### src/rtl/cpu_pkg.sv
// Shared requester indices and the access FSM encoding for the memory arbiter.
package cpu_pkg;

  localparam int NREQ      = 3;
  localparam int REQ_FETCH = 0;
  localparam int REQ_DATA  = 1;
  localparam int REQ_DBG   = 2;

  typedef enum logic [1:0] {
    ST_IDLE = 2'd0,
    ST_BUSY = 2'd1,
    ST_DONE = 2'd2
  } state_t;

endpackage

### src/rtl/mem_arb_pick.sv
// Fixed-priority winner selection (data > fetch > debug); force_dbg hands the win
// to a requesting debug port once it has been starved long enough.
module mem_arb_pick
  import cpu_pkg::*;
(
  input  logic [NREQ-1:0] req,
  input  logic            force_dbg,
  output logic [NREQ-1:0] winner
);

  always_comb begin
    winner = '0;
    if (force_dbg && req[REQ_DBG])
      winner[REQ_DBG] = 1'b1;
    else if (req[REQ_DATA])
      winner[REQ_DATA] = 1'b1;
    else if (req[REQ_FETCH])
      winner[REQ_FETCH] = 1'b1;
    else if (req[REQ_DBG])
      winner[REQ_DBG] = 1'b1;
  end

endmodule

### src/rtl/mem_arbiter.sv
// Three-requester single-port memory arbiter: one access at a time, request-to-rvalid
// latency LAT+2, one access per LAT+3 cycles; requesters stall until their rvalid.
module mem_arbiter
  import cpu_pkg::*;
#(
  parameter int WIDTH      = 32,
  parameter int ADDR_W     = 8,
  parameter int LAT        = 2,
  parameter int STARVE_MAX = 4
) (
  input  logic                   clk,
  input  logic                   rst,
  input  logic [NREQ-1:0]        req,
  input  logic [NREQ-1:0]        we,
  input  logic [NREQ*ADDR_W-1:0] addr,
  input  logic [NREQ*WIDTH-1:0]  wdata,
  output logic [NREQ-1:0]        gnt,
  output logic [NREQ-1:0]        rvalid,
  output logic [WIDTH-1:0]       rdata,
  output logic [NREQ-1:0]        stall,
  output logic                   mem_en,
  output logic                   mem_we,
  output logic [ADDR_W-1:0]      mem_addr,
  output logic [WIDTH-1:0]       mem_wdata,
  input  logic [WIDTH-1:0]       mem_rdata
);

  localparam logic [3:0] LAT_CNT    = 4'(LAT);
  localparam logic [3:0] STARVE_LIM = 4'(STARVE_MAX);

  state_t              state;
  logic [3:0]          busy_cnt;
  logic [3:0]          starve_cnt;
  logic [NREQ-1:0]     win;
  logic                lat_we;
  logic [NREQ-1:0]     pick;
  logic                force_dbg;
  logic [ADDR_W-1:0]   sel_addr;
  logic [WIDTH-1:0]    sel_wdata;
  logic                sel_we;

  assign force_dbg = (starve_cnt == STARVE_LIM);
  assign stall     = req & ~rvalid;

  mem_arb_pick u_pick (
    .req       (req),
    .force_dbg (force_dbg),
    .winner    (pick)
  );

  always_comb begin
    sel_addr  = '0;
    sel_wdata = '0;
    sel_we    = 1'b0;
    for (int i = 0; i < NREQ; i++) begin
      if (pick[i]) begin
        sel_addr  = addr[i*ADDR_W +: ADDR_W];
        sel_wdata = wdata[i*WIDTH +: WIDTH];
        sel_we    = we[i];
      end
    end
  end

  always_ff @(posedge clk or negedge rst) begin
    if (!rst) begin
      state      <= ST_IDLE;
      busy_cnt   <= '0;
      starve_cnt <= '0;
      win        <= '0;
      lat_we     <= 1'b0;
      gnt        <= '0;
      rvalid     <= '0;
      rdata      <= '0;
      mem_en     <= 1'b0;
      mem_we     <= 1'b0;
      mem_addr   <= '0;
      mem_wdata  <= '0;
    end else begin
      gnt    <= '0;
      rvalid <= '0;
      mem_en <= 1'b0;
      mem_we <= 1'b0;
      case (state)
        ST_IDLE: begin
          if (|req) begin
            win       <= pick;
            lat_we    <= sel_we;
            mem_addr  <= sel_addr;
            mem_wdata <= sel_wdata;
            gnt       <= pick;
            mem_en    <= 1'b1;
            mem_we    <= sel_we;
            busy_cnt  <= '0;
            state     <= ST_BUSY;
            // Debug only accumulates starvation while it is actually asking and losing.
            if (req[REQ_DBG] && !pick[REQ_DBG])
              starve_cnt <= starve_cnt + 4'd1;
            else
              starve_cnt <= '0;
          end
        end
        ST_BUSY: begin
          if (busy_cnt == LAT_CNT) begin
            rdata  <= lat_we ? '0 : mem_rdata;
            rvalid <= win;
            state  <= ST_DONE;
          end else begin
            busy_cnt <= busy_cnt + 4'd1;
          end
        end
        ST_DONE: state <= ST_IDLE;
        default: state <= ST_IDLE;
      endcase
    end
  end

endmodule
### config.mk
export PLATFORM = sky130hd
export DESIGN_NAME = mem_arbiter
export DESIGN_NICKNAME = d
export VERILOG_FILES = /design/src/rtl/cpu_pkg.sv /design/src/rtl/mem_arb_pick.sv /design/src/rtl/mem_arbiter.sv
export SDC_FILE = /design/constraint.sdc
export NUM_CORES = 1
export LEC_CHECK = 0
export CAP_MARGIN = 10
export CORE_ASPECT_RATIO = 0.75
export CORE_UTILIZATION = 41
export CTS_BUF_LIST = sky130_fd_sc_hd__clkbuf_8
export DETAILED_ROUTE_END_ITERATION = 7
export PLACE_DENSITY = 0.81
export SLEW_MARGIN = 20
export SYNTH_ARGS = -nofsm -noshare
export SYNTH_HDL_FRONTEND = slang
export SYNTH_HIERARCHICAL = 1
export SYNTH_SLANG_ARGS = --single-unit
### constraint.sdc
create_clock -name clk -period 2.25 [get_ports clk]
set_input_delay 0.675 -clock clk [delete_from_list [all_inputs] [get_ports clk]]
set_output_delay 0.675 -clock clk [all_outputs]
set_load 0.005 [all_outputs]
; ---- Word level (Yosys, flattened, before mapping)
; Index checks and enable logic that the tools add are counted.
[totals]
register_bits = 94
input_bits = 160
output_inout_bits = 83
elab_cells = 65
[op_classes]
addsub = 2
eq_ne = 6
mux = 33
bitwise = 2
reduce_logical = 10
[op_table]
columns = operator, count
row1 = 32-bit 2-to-1 mux, 4
row2 = 8-bit 2-to-1 mux, 3
row3 = 1-bit 2-to-1 mux, 14
row4 = 3-bit 2-to-1 mux, 4
row5 = 4-bit 2-to-1 mux, 3
row6 = "4-bit by 1-bit adder with 4-bit output, second input constant", 2
row7 = 4-bit case mux with 2 select lines, 1
row8 = 2-bit 2-to-1 mux, 3
row9 = "2-bit != test, second input constant", 3
row10 = 2-bit AND reduction, 3
row11 = "4-bit by 2-bit == test with 1-bit output, second input constant", 1
row12 = "4-bit by 3-bit == test with 1-bit output, second input constant", 1
row13 = 2-bit case mux with 2 select lines, 1
row14 = 3-bit AND, 1
row15 = 3-bit inverter, 1
row16 = 3-bit AND reduction, 1
row17 = 3-bit OR reduction, 1
row18 = "2-bit by 1-bit == test with 1-bit output, second input constant", 1
row19 = 1-bit logical AND, 2
row20 = 2-bit logical NOT, 1
row21 = 2-bit nonzero test, 1
row22 = 1-bit logical NOT, 1

; ---- Logic depth before layout (Yosys ltp)
; Gate-level depths: netlist (run 1).
[logic_depth]
word_depth = 8
ltp_mapped = 9
depth_no_buf = 7

; ---- Cells and area by module
; Netlist (run 1), hierarchy kept.
[by_module_without_submodules]
columns = mod, instances, cells_each, area_each_um2, seq_area_each_um2
row1 = mem_arbiter, 1, 466, 4659.5, 2352.3
row2 = mem_arb_pick, 1, 5, 38.8, 0.0

; ---- Worst setup path before layout (run 1)
; OpenSTA, ideal clock, no wires.
[synth_timing]
kind = register to register
start = register starve_cnt[0]
end = register mem_addr[0]
setup_time_ns = 0.095
arrival_ns = 1.907
required_ns = 2.155
path_slack_ns = 0.247
path_stages_with_launch = 9
path_buffers = 1
period_less_slack_ns = 2.003
cell_sequence = dfrtp_1 inv_1 ha_1 and3b_1 a211oi_2 nor2b_1 clkbuf_1 a221oi_1 o31ai_1
[synth_between]
elab_chain_cells = 6
elab_cells_between_ends = 7
classes_between = eq/ne: 1 / mux: 5 / reduce/logical: 1
[synth_lines]
columns = element, line_no
row1 = from (decl), mem_arbiter.sv:33  ; logic [3:0] starve_cnt;
row2 = from (signal assigned), mem_arbiter.sv:97  ; starve_cnt <= starve_cnt + 4'd1;
row3 = 4-bit by 3-bit == test with 1-bit output, mem_arbiter.sv:42  ; assign force_dbg = (starve_cnt == STARVE_LIM);
row4 = named net force_dbg, mem_arbiter.sv:37  ; logic force_dbg;
row5 = 1-bit logical AND, mem_arb_pick.sv:13  ; if (force_dbg && req[REQ_DBG])
row6 = 2-bit 2-to-1 mux, mem_arb_pick.sv:13
row7 = named net pick[0], mem_arbiter.sv:36  ; logic [NREQ-1:0] pick;
row8 = 8-bit 2-to-1 mux (3 in a row), mem_arbiter.sv:56  ; if (pick[i]) begin
row9 = to (signal assigned), mem_arbiter.sv:88  ; mem_addr <= sel_addr;
row10 = to (decl), mem_arbiter.sv:23  ; output logic [ADDR_W-1:0] mem_addr,
; The timed path passes the listed nets, and every way through them passes these cells.
; A chain may end at the register's enable or synchronous reset.

; ---- Final worst setup path (run 1)
[layout_timing]
start = input req[2]
end = register mem_wdata[31]
[layout_between]
elab_chain_cells = 5
elab_cells_between_ends = 11
classes_between = mux: 8 / reduce/logical: 3
[layout_lines]
columns = element, line_no
row1 = from (decl), mem_arbiter.sv:13  ; input logic [NREQ-1:0] req,
row2 = 1-bit logical AND, mem_arb_pick.sv:13
row3 = 2-bit 2-to-1 mux, mem_arb_pick.sv:13
row4 = named net pick[0], mem_arbiter.sv:36
row5 = 32-bit 2-to-1 mux (3 in a row), mem_arbiter.sv:56
row6 = to (signal assigned), mem_arbiter.sv:89  ; mem_wdata <= sel_wdata;
row7 = to (decl), mem_arbiter.sv:24  ; output logic [WIDTH-1:0] mem_wdata,
; The timed path passes the listed nets, and every way through them passes these cells.

==> results_dict.tcl, run 1 <==
set metrics [dict create \
    seq_area_frac_synth 0.501 \
    final_common_cell "clkdlybuf4s50_1" \
    worstHoldPathType "input pin to async pin" \
    grt_pass1_vias 4645 \
    drc 12 \
    crit_fanout 31 \
    critPathCapture "mem_wdata[31]" \
    wl_met3_um 926 \
    ys.flop_type "dfrtp_1" \
    synthMuxAreaShare 0.00879 \
    cap_violations 0 \
    gp_congestion 0.783 \
    synth-simple-area-share 0.147 \
    critPathMaxStageDelay_ns 0.44 \
    r2r_cells 8 \
    final_nets 870 \
    antenna_found_initial 0 \
    power.density_nw_per_um2 1000 \
    dpl_worst_slack_ns -0.343 \
    arrival_ns 2.49 \
    status "finished with violations" \
    clock_path_buffers 2 \
    top_layer_used "met4" \
    cts_setup_buffers 0 \
    drive_gt1_frac 0.0816 \
    io_pins 243 \
    synth_nets 635 \
    final.min_clock_period_ns 2.26 \
    vias 4615 \
    crit_type "input pin to flop" \
    port_buffers 242 \
    violations "design-rule violations, negative setup slack" \
    ir_drop_mv 0.495 \
    final_cell_mix "237 x clkdlybuf4s50_1, 108 x o21ai_0, 94 x dfrtp_1, 47 x nor2b_1, 42 x o31ai_1" \
    synthCells 471 \
    hold_viol 0 \
    die_h_um 94.7 \
    critPathSlowestCell "clkdlybuf4s50_1" \
    synthAdderAreaFrac 0.0107 \
    async_reset_ff_frac 1.00 \
    nFillCells 853 \
    finalSetupViolCount 1 \
    worstReg2RegEnd "mem_wdata[31]" \
    p_leak_nw 3.11 \
    drt_iter0_markers 263 \
    met1_length_um 5970 \
    grt_first_pass_wirelength_um 22800 \
    wl_met2_um 7270 \
    clk_latency_ns 0.36 \
    worst_pin_slew_ns 0.796 \
    htreeDepth 3 \
    cts-root-buf "clkbuf_8" \
    slew_headroom 0.470 \
    critPathCaptureType "flop" \
    critPathLaunchType "input pin" \
    numCtsBuffers 9 \
    grt_max_degree 52 \
    maxSlewViolCount 0 \
    grt.total_usage 0.246 \
    synth_top_family_by_area "compound AO/OA/AOI/OAI gates" \
    synth-xor-area-share 0 \
    cts_sinks 94 \
    crit_required_ns 2.48 \
    setup_ws_ns -0.00788 \
    grt_overflow 0 \
    routed_wl_um 14400 \
    max_freq_mhz 443 \
    power.total_w 0.00766 \
    synth_edf_count 0 \
    skew_ns 0.00888 \
    clk_pin_slew_ns 0.09 \
    drtPass1Iterations 7 \
    viasPerCell 5.42 \
    syn_avg_cell_area_um2 9.98 \
    cts_tree "built" \
    synth_compound_area_frac 0.278 \
    antenna_cells 0 \
    dp_hpwl_um 10600 \
    dieArea_um2 11900 \
    crit_path_cell_trace "clkdlybuf4s50_1, buf_4, buf_4, a211oi_4, nor2b_4, buf_12, a221oi_1, o31ai_1" \
    r2r_slack_ns 0.09 \
    period_share 1.00 \
    die_w_um 126 \
    row_count 33 \
    yosysWarnings 6 \
    initial_core_util 0.426 \
    synthToLayoutAreaGrowth_pct 62.7 \
    r2r_start "starve_cnt[0]" \
    coreArea_um2 11000 \
    wire_per_inst_um 17.0 \
    synth-seq-cells 94 \
    synth.distinct_cells 36 \
    syn_area_um2 4700 \
    crit_top_cell "buf_4" \
    detail-route-antenna-nets 0 \
    crit_start "req[2]" \
]
## flip-flops by register name (all words and copies together) (netlist names)
register and cells:
win 3, mem_we 1, mem_addr 8, rvalid 3, busy_cnt 4, mem_en 1
gnt 3, state 2, starve_cnt 4, mem_wdata 32, rdata 32, lat_we 1
## synthesized netlist by cell type (3+ instances only)
master	number	area [µm²]
dfrtp_1	94	2350
o31ai_1	42	315
nor3_1	3	15.0
o21ai_0	108	541
inv_1	8	30.0
nand3_1	4	20.0
buf_6	6	67.6
and2_1	3	18.8
buf_2	4	20.0
ha_1	4	50.1
nand2_1	4	15.0
and3_1	4	25.0
clkbuf_1	37	139
nand2b_1	35	219
nor2b_1	49	307
a221oi_1	40	350
## worst min-delay path by stage
| stage | startpoint | to | slack (ns) | cells after the start |
|---|---|---|---|---|
| floorplan | rst | busy_cnt[0] | 0.38 | 0 |
| global placement | win[2] | win[2] | 0.49 | 1 |
| detailed placement | win[2] | win[2] | 0.48 | 1 |
| CTS | rst | rdata[27] | 0.18 | 1 |
| global route | rst | rdata[27] | 0.19 | 1 |
| finish | rst | rdata[27] | 0.19 | 1 |
## where the power goes
part,switching [W],internal (W),leakage (nW),total [W]
registers,0.000417,0.00239,1.20,0.00281
logic,0.00159,0.00206,1.80,0.00365
clock network,0.000588,0.000607,0.105,0.00119
total,0.00260,0.00506,3.11,0.00766
## metal layers
metal | vias to the layer above | track usage
li1 | 2198 | -
met1 | 2223 | 0.297
met2 | 172 | 0.425
met3 | 22 | 0.0640
met4 | 0 | 0.0986
met5 | - | 0
## layout make-up
| class | instances | area, µm² | area share |
|---|---|---|---|
| repair buffers | 271 | 2750 | 0.359 |
| flip-flops and latches | 94 | 2350 | 0.308 |
| multi-input cells | 322 | 2120 | 0.278 |
| well taps | 140 | 175 | 0.0229 |
| clock buffers | 12 | 165 | 0.0216 |
| clock inverters | 4 | 53.8 | 0.00704 |
| inverters | 8 | 30.0 | 0.00393 |
## critical path, delay by kind of cell
kind	cells	cell delay (ns)
compound gates	3	0.64
buf+inv	4	0.94
simple gates	1	0.21
## cell families (layout without fill, tap and decap cells)
family	count (synthesis)	count (layout)
AOI/OAI and AO/OA	203	203
adders and majority gates	4	4
buffers and inverters	55	295
DFF	94	94
muxes	3	3
and+or+nand+nor	112	112
## stage by stage
stage | util | setup TNS (ns) | hold WS, ns | instance area (µm²) | instances
after CTS | 0.693 | 0 | 0.178 | 7630 | 851
after floorplan | - | 0 | 0.379 | 4700 | 471
after detailed placement | 0.673 | -12.52 | 0.485 | 7420 | 835
final | 0.693 | -0.00788 | 0.190 | 7640 | 851
after global routing | 0.693 | -0.000780 | 0.185 | 7640 | 851
after global placement | 0.673 | -10.02 | 0.485 | 7420 | 835
## what timing repair did
action / CTS / global route
cloned: 0 / 0
endpoints found under the hold margin: 0 / 0
pin swaps: 0 / 1
hold buffers: 0 / 0
gates resized for setup: 4 / 4
setup endpoints to repair: 3 / 8
Note: power is estimated with default switching activity, not from simulation.
==> run 2, diff against run 1 <==
--- a/config.mk
+++ b/config.mk
@@ -7,9 +7,11 @@
 export LEC_CHECK = 0
 export CAP_MARGIN = 10
 export CORE_ASPECT_RATIO = 0.75
+export CORE_MARGIN = 1.5
 export CORE_UTILIZATION = 41
 export CTS_BUF_LIST = sky130_fd_sc_hd__clkbuf_8
 export DETAILED_ROUTE_END_ITERATION = 7
+export MAX_ROUTING_LAYER = met4
 export PLACE_DENSITY = 0.81
 export SLEW_MARGIN = 20
 export SYNTH_ARGS = -nofsm -noshare
==> results_dict.tcl, run 2 (synthesis gave the netlist of run 1 again) <==
set metrics [dict create \
    grt_first_pass_wirelength_um 22700 \
    dp_hpwl_um 10500 \
    htreeDepth 3 \
    detail-route-antenna-nets 0 \
    slew_headroom 0.430 \
    switching_power_w 0.00259 \
    synthToLayoutAreaGrowth_pct 62.1 \
    routed_wl_um 15200 \
    crit_fanout 2 \
    die_w_um 127 \
    critPathCaptureType "primary output" \
    drive_gt1_frac 0.0763 \
    numCtsBuffers 9 \
    cts-hold-fix-buffers 0 \
    drtPass1Iterations 5 \
    dpl-instance-area_um2 7320 \
    cap_violations 0 \
    p_int_w 0.00514 \
    crit_required_ns 1.57 \
    initial_core_util 0.426 \
    coreArea_um2 11000 \
    cts_tree "built" \
    max_freq_mhz 457 \
    ir_drop_mv 0.496 \
    dieArea_um2 12100 \
    p_leak_nw 3.10 \
    sw_frac_of_total 0.335 \
    p_comb_frac 0.469 \
    finalSetupViolCount 0 \
    grt_max_degree 65 \
    worstHoldPathType "input pin to async pin" \
    top_regs "mem_wdata x32, rdata x32, mem_addr x8" \
    clk_pin_slew_ns 0.09 \
    nFillCells 845 \
    row_count 33 \
    die_h_um 95.7 \
    grt_pass1_vias 4628 \
    crit_type "input pin to primary output" \
    clkPwrFrac 0.166 \
    drt_iter0_markers 296 \
    p_seq_frac 0.365 \
    cts-root-buf "clkbuf_8" \
    grt.total_usage 0.246 \
    crit_path_cell_trace "clkdlybuf4s50_1, nor2b_2, clkdlybuf4s15_1" \
    power.total_w 0.00773 \
    critPathSlowestCell "clkdlybuf4s50_1" \
    vias 4682 \
    critPathLaunchType "input pin" \
    wire_per_inst_um 17.8 \
    gp_congestion 0.847 \
    final_cell_mix "238 x clkdlybuf4s50_1, 108 x o21ai_0, 94 x dfrtp_1, 47 x nor2b_1, 42 x o31ai_1" \
    final_nets 867 \
    final_common_cell "clkdlybuf4s50_1" \
    period_share 0.972 \
    power.density_nw_per_um2 1020 \
    io_pins 243 \
    cts_sinks 94 \
    port_buffers 242 \
    critPathMaxStageDelay_ns 0.49 \
    skew_ns 0.00633 \
    status "completed" \
    worst_pin_slew_ns 0.856 \
    final.min_clock_period_ns 2.19 \
    clock_path_buffers 2 \
    antenna_found_initial 0 \
    drc 0 \
    clk_latency_ns 0.35 \
    final_cell_area_um2 7610 \
    grt_overflow 0 \
    maxSlewViolCount 0 \
    arrival_ns 1.51 \
    hold_viol 0 \
    viasPerCell 5.51 \
]
-- run 2: changes by cell type in the layout (fill, tap and decap cells not counted), sizes merged, moves of 2 or more --
cell           before  now
clkinvlp            2    0
buf                30   26
dlygate4sd2         2    0
clkdlybuf4s15       0    2
-- run 2: critical path: cells and delay by family --
| family | cells | cell delay (ns) |
|---|---|---|
| simple gates | 1 | 0.14 |
| buf+inv | 2 | 0.70 |
-- run 2: final timing paths --
| kind | from | to | slack, ns | depth (start not counted) |
|---|---|---|---|---|
| setup / recovery | req[0] | stall[0] | 0.06 | 3 |
| hold reg to reg | win[1] | win[1] | 0.51 | 1 |
| min in group clk | win[1] | win[1] | 0.51 | 1 |
| hold / removal | rst | rdata[30] | 0.22 | 1 |
| max in group asynchronous | rst | gnt[2] | 1.38 | 2 |
| setup reg to reg | starve_cnt[0] | mem_wdata[23] | 0.15 | 9 |
-- run 2: power by group through the flow --
stage	Clock (W)	Combinational, W	Sequential (W)
6_report	0.00128	0.00363	0.00282
5_1_grt	0.00139	0.00397	0.00291
4_1_cts	0.00132	0.00363	0.00282
3_5_place_dp	0	0.00362	0.00285
3_3_place_gp	0	0.00352	0.00281
2_1_floorplan	0	0.00164	0.00280
-- run 2: routing by layer --
metal  GRT usage  wire [µm]
met2       0.402       7410
met3      0.0484        969
met1       0.311       6510
met5           -          0
met4      0.0881        264
-- run 2: metrics by stage --
stage	util	hold slack (ns)	worst slack, ns	TNS (ns)	std cells
6_report	0.691	0.222	0.0631	0	849
5_1_grt	0.690	0.225	-0.0208	-0.0298	848
4_1_cts	0.685	0.208	0.00581	0	843
3_5_place_dp	0.664	0.488	-0.292	-8.87	827
3_3_place_gp	0.664	0.484	-0.310	-6.28	827
2_1_floorplan	-	0.379	0.247	0	471
-- run 2: final cells by class --
| cell class | instances | area [µm²] | area share |
|---|---|---|---|
| inverter | 8 | 30.0 | 0.00394 |
| clock buffer | 12 | 165 | 0.0217 |
| multi-input combinational | 322 | 2110 | 0.278 |
| antenna | 1 | 2.50 | 0.000329 |
| clock inverter | 4 | 68.8 | 0.00904 |
| timing repair buffer | 268 | 2710 | 0.355 |
| tap | 140 | 175 | 0.0230 |
| sequential | 94 | 2350 | 0.309 |
-- run 2: what timing repair did --
action,CTS,global route
gates cloned,0,2
buffers inserted,0,3
pin swaps,0,7
hold endpoints to repair,0,0
gates resized for setup,4,4
setup endpoints to repair,3,18
==> run 3, diff against run 2 <==
--- a/config.mk
+++ b/config.mk
@@ -8,11 +8,11 @@
 export CAP_MARGIN = 10
 export CORE_ASPECT_RATIO = 0.75
 export CORE_MARGIN = 1.5
-export CORE_UTILIZATION = 41
+export CORE_UTILIZATION = 37
 export CTS_BUF_LIST = sky130_fd_sc_hd__clkbuf_8
 export DETAILED_ROUTE_END_ITERATION = 7
 export MAX_ROUTING_LAYER = met4
-export PLACE_DENSITY = 0.81
+export PLACE_DENSITY = 0.74
 export SLEW_MARGIN = 20
 export SYNTH_ARGS = -nofsm -noshare
 export SYNTH_HDL_FRONTEND = slang
==> results_dict.tcl, run 3 (synthesis gave the netlist of run 1 again) <==
set metrics [dict create \
    critPathCaptureType "primary output" \
    power.density_nw_per_um2 999 \
    crit_type "input pin to primary output" \
    grt_first_pass_wirelength_um 23800 \
    p_leak_nw 3.08 \
    dp_hpwl_um 10700 \
    cap_violations 0 \
    cts-hold-fix-buffers 0 \
    io_pins 243 \
    synthToLayoutAreaGrowth_pct 62.2 \
    drive_gt1_frac 0.0695 \
    slew_headroom 0.478 \
    drc 0 \
    row_count 35 \
    port_buffers 242 \
    die_w_um 133 \
    dpl_worst_slack_ns -0.258 \
    setup_ws_ns 0.0292 \
    critPathMaxStageDelay_ns 0.49 \
    place_inst 854 \
    cts_tree "built" \
    numCtsBuffers 9 \
    grt_max_degree 50 \
    clock_path_buffers 2 \
    grt.total_usage 0.230 \
    final_nets 864 \
    detail-route-antenna-nets 0 \
    final_common_cell "clkdlybuf4s50_1" \
    cts_setup_buffers 0 \
    routed_wl_um 15100 \
    cts_sinks 94 \
    grt_pass1_vias 4680 \
    vias 4629 \
    clk_pin_slew_ns 0.09 \
    drt_iter0_markers 160 \
    ir_drop_mv 0.480 \
    clk_latency_ns 0.36 \
    crit_path_cell_trace "clkdlybuf4s50_1, nor2b_1, dlygate4sd2_1" \
    dieArea_um2 13400 \
    crit_required_ns 1.57 \
    drtPass1Iterations 4 \
    worst_pin_slew_ns 0.783 \
    antenna_found_initial 1 \
    cts-root-buf "clkbuf_8" \
    top_regs "mem_wdata x32, rdata x32, mem_addr x8" \
    finalSetupViolCount 0 \
    period_share 0.987 \
    max_freq_mhz 450 \
    arrival_ns 1.55 \
    hold_viol 0 \
    final_cell_mix "237 x clkdlybuf4s50_1, 108 x o21ai_0, 94 x dfrtp_1, 48 x nor2b_1, 42 x o31ai_1" \
    status "completed" \
    critPathSlowestCell "clkdlybuf4s50_1" \
    final.min_clock_period_ns 2.22 \
    post-route-util 0.617 \
    worstHoldPathType "input pin to async pin" \
    layoutNonFillerInstCount 872 \
    initial_core_util 0.380 \
    critPathLaunchType "input pin" \
    grt_overflow 0 \
    crit_fanout 2 \
    viasPerCell 5.31 \
    die_h_um 101 \
    gp_congestion 0.802 \
    wire_per_inst_um 17.3 \
    coreArea_um2 12300 \
    skew_ns 0.0108 \
    htreeDepth 3 \
    maxSlewViolCount 0 \
]
[run 3: layer usage]
layer  up-vias  GRT usage  routed length (µm)
li1       2189          -                   -
met1      2252      0.272                6350
met2       152      0.389                7450
met3        36     0.0508                 882
met4         0     0.0861                 446
met5         -          -                   0
[run 3: area by class of cell]
cell class	instances	area, µm²
clock inverters	3	41.3
repair buffers	265	2700
flip-flops and latches	94	2350
clock buffers	13	179
diodes	1	2.50
well taps	166	208
inverters	8	30.0
fillers	1032	4730
multi-input cells	322	2110
[run 3: path summary, 6_finish.rpt]
| kind | from | endpoint | slack, ns | cells past startpoint |
|---|---|---|---|---|
| setup / recovery | req[1] | stall[1] | 0.03 | 3 |
| hold reg to reg | win[1] | win[1] | 0.51 | 1 |
| min in group clk | win[1] | win[1] | 0.51 | 1 |
| hold / removal | rst | mem_wdata[0] | 0.26 | 1 |
| setup reg to reg | starve_cnt[0] | mem_wdata[31] | 0.13 | 8 |
| max in group asynchronous | rst | rvalid[1] | 1.43 | 2 |
[run 3: stage by stage]
stage	cell area, µm²	hold WS, ns	total power [W]	setup TNS (ns)
finish	7620	0.264	0.00761	0
global route	7620	0.281	0.00819	-0.00818
CTS	7580	0.267	0.00768	0
detailed placement	7370	0.490	0.00646	-9.05
global placement	7370	0.485	0.00633	-7.14
floorplan	4700	0.379	0.00443	0
[run 3: what timing repair did]
| item | 4_1_cts | 5_1_grt |
|---|---|---|
| gates resized for setup | 3 | 2 |
| endpoints found under the setup margin | 3 | 3 |
| gates cloned | 0 | 1 |
| pin swaps | 0 | 0 |
[run 3: power by group]
part	switching [W]	internal [W]	leakage (nW)
Combinational	0.00158	0.00201	1.77
Clock	0.000585	0.000632	0.113
Sequential	0.000410	0.00239	1.20
Total	0.00258	0.00504	3.08
[run 3: worst max-delay path, delay by kind of cell]
kind	cells	cell delay (ns)
buffers and inverters	2	0.73
and+or+nand+nor	1	0.14
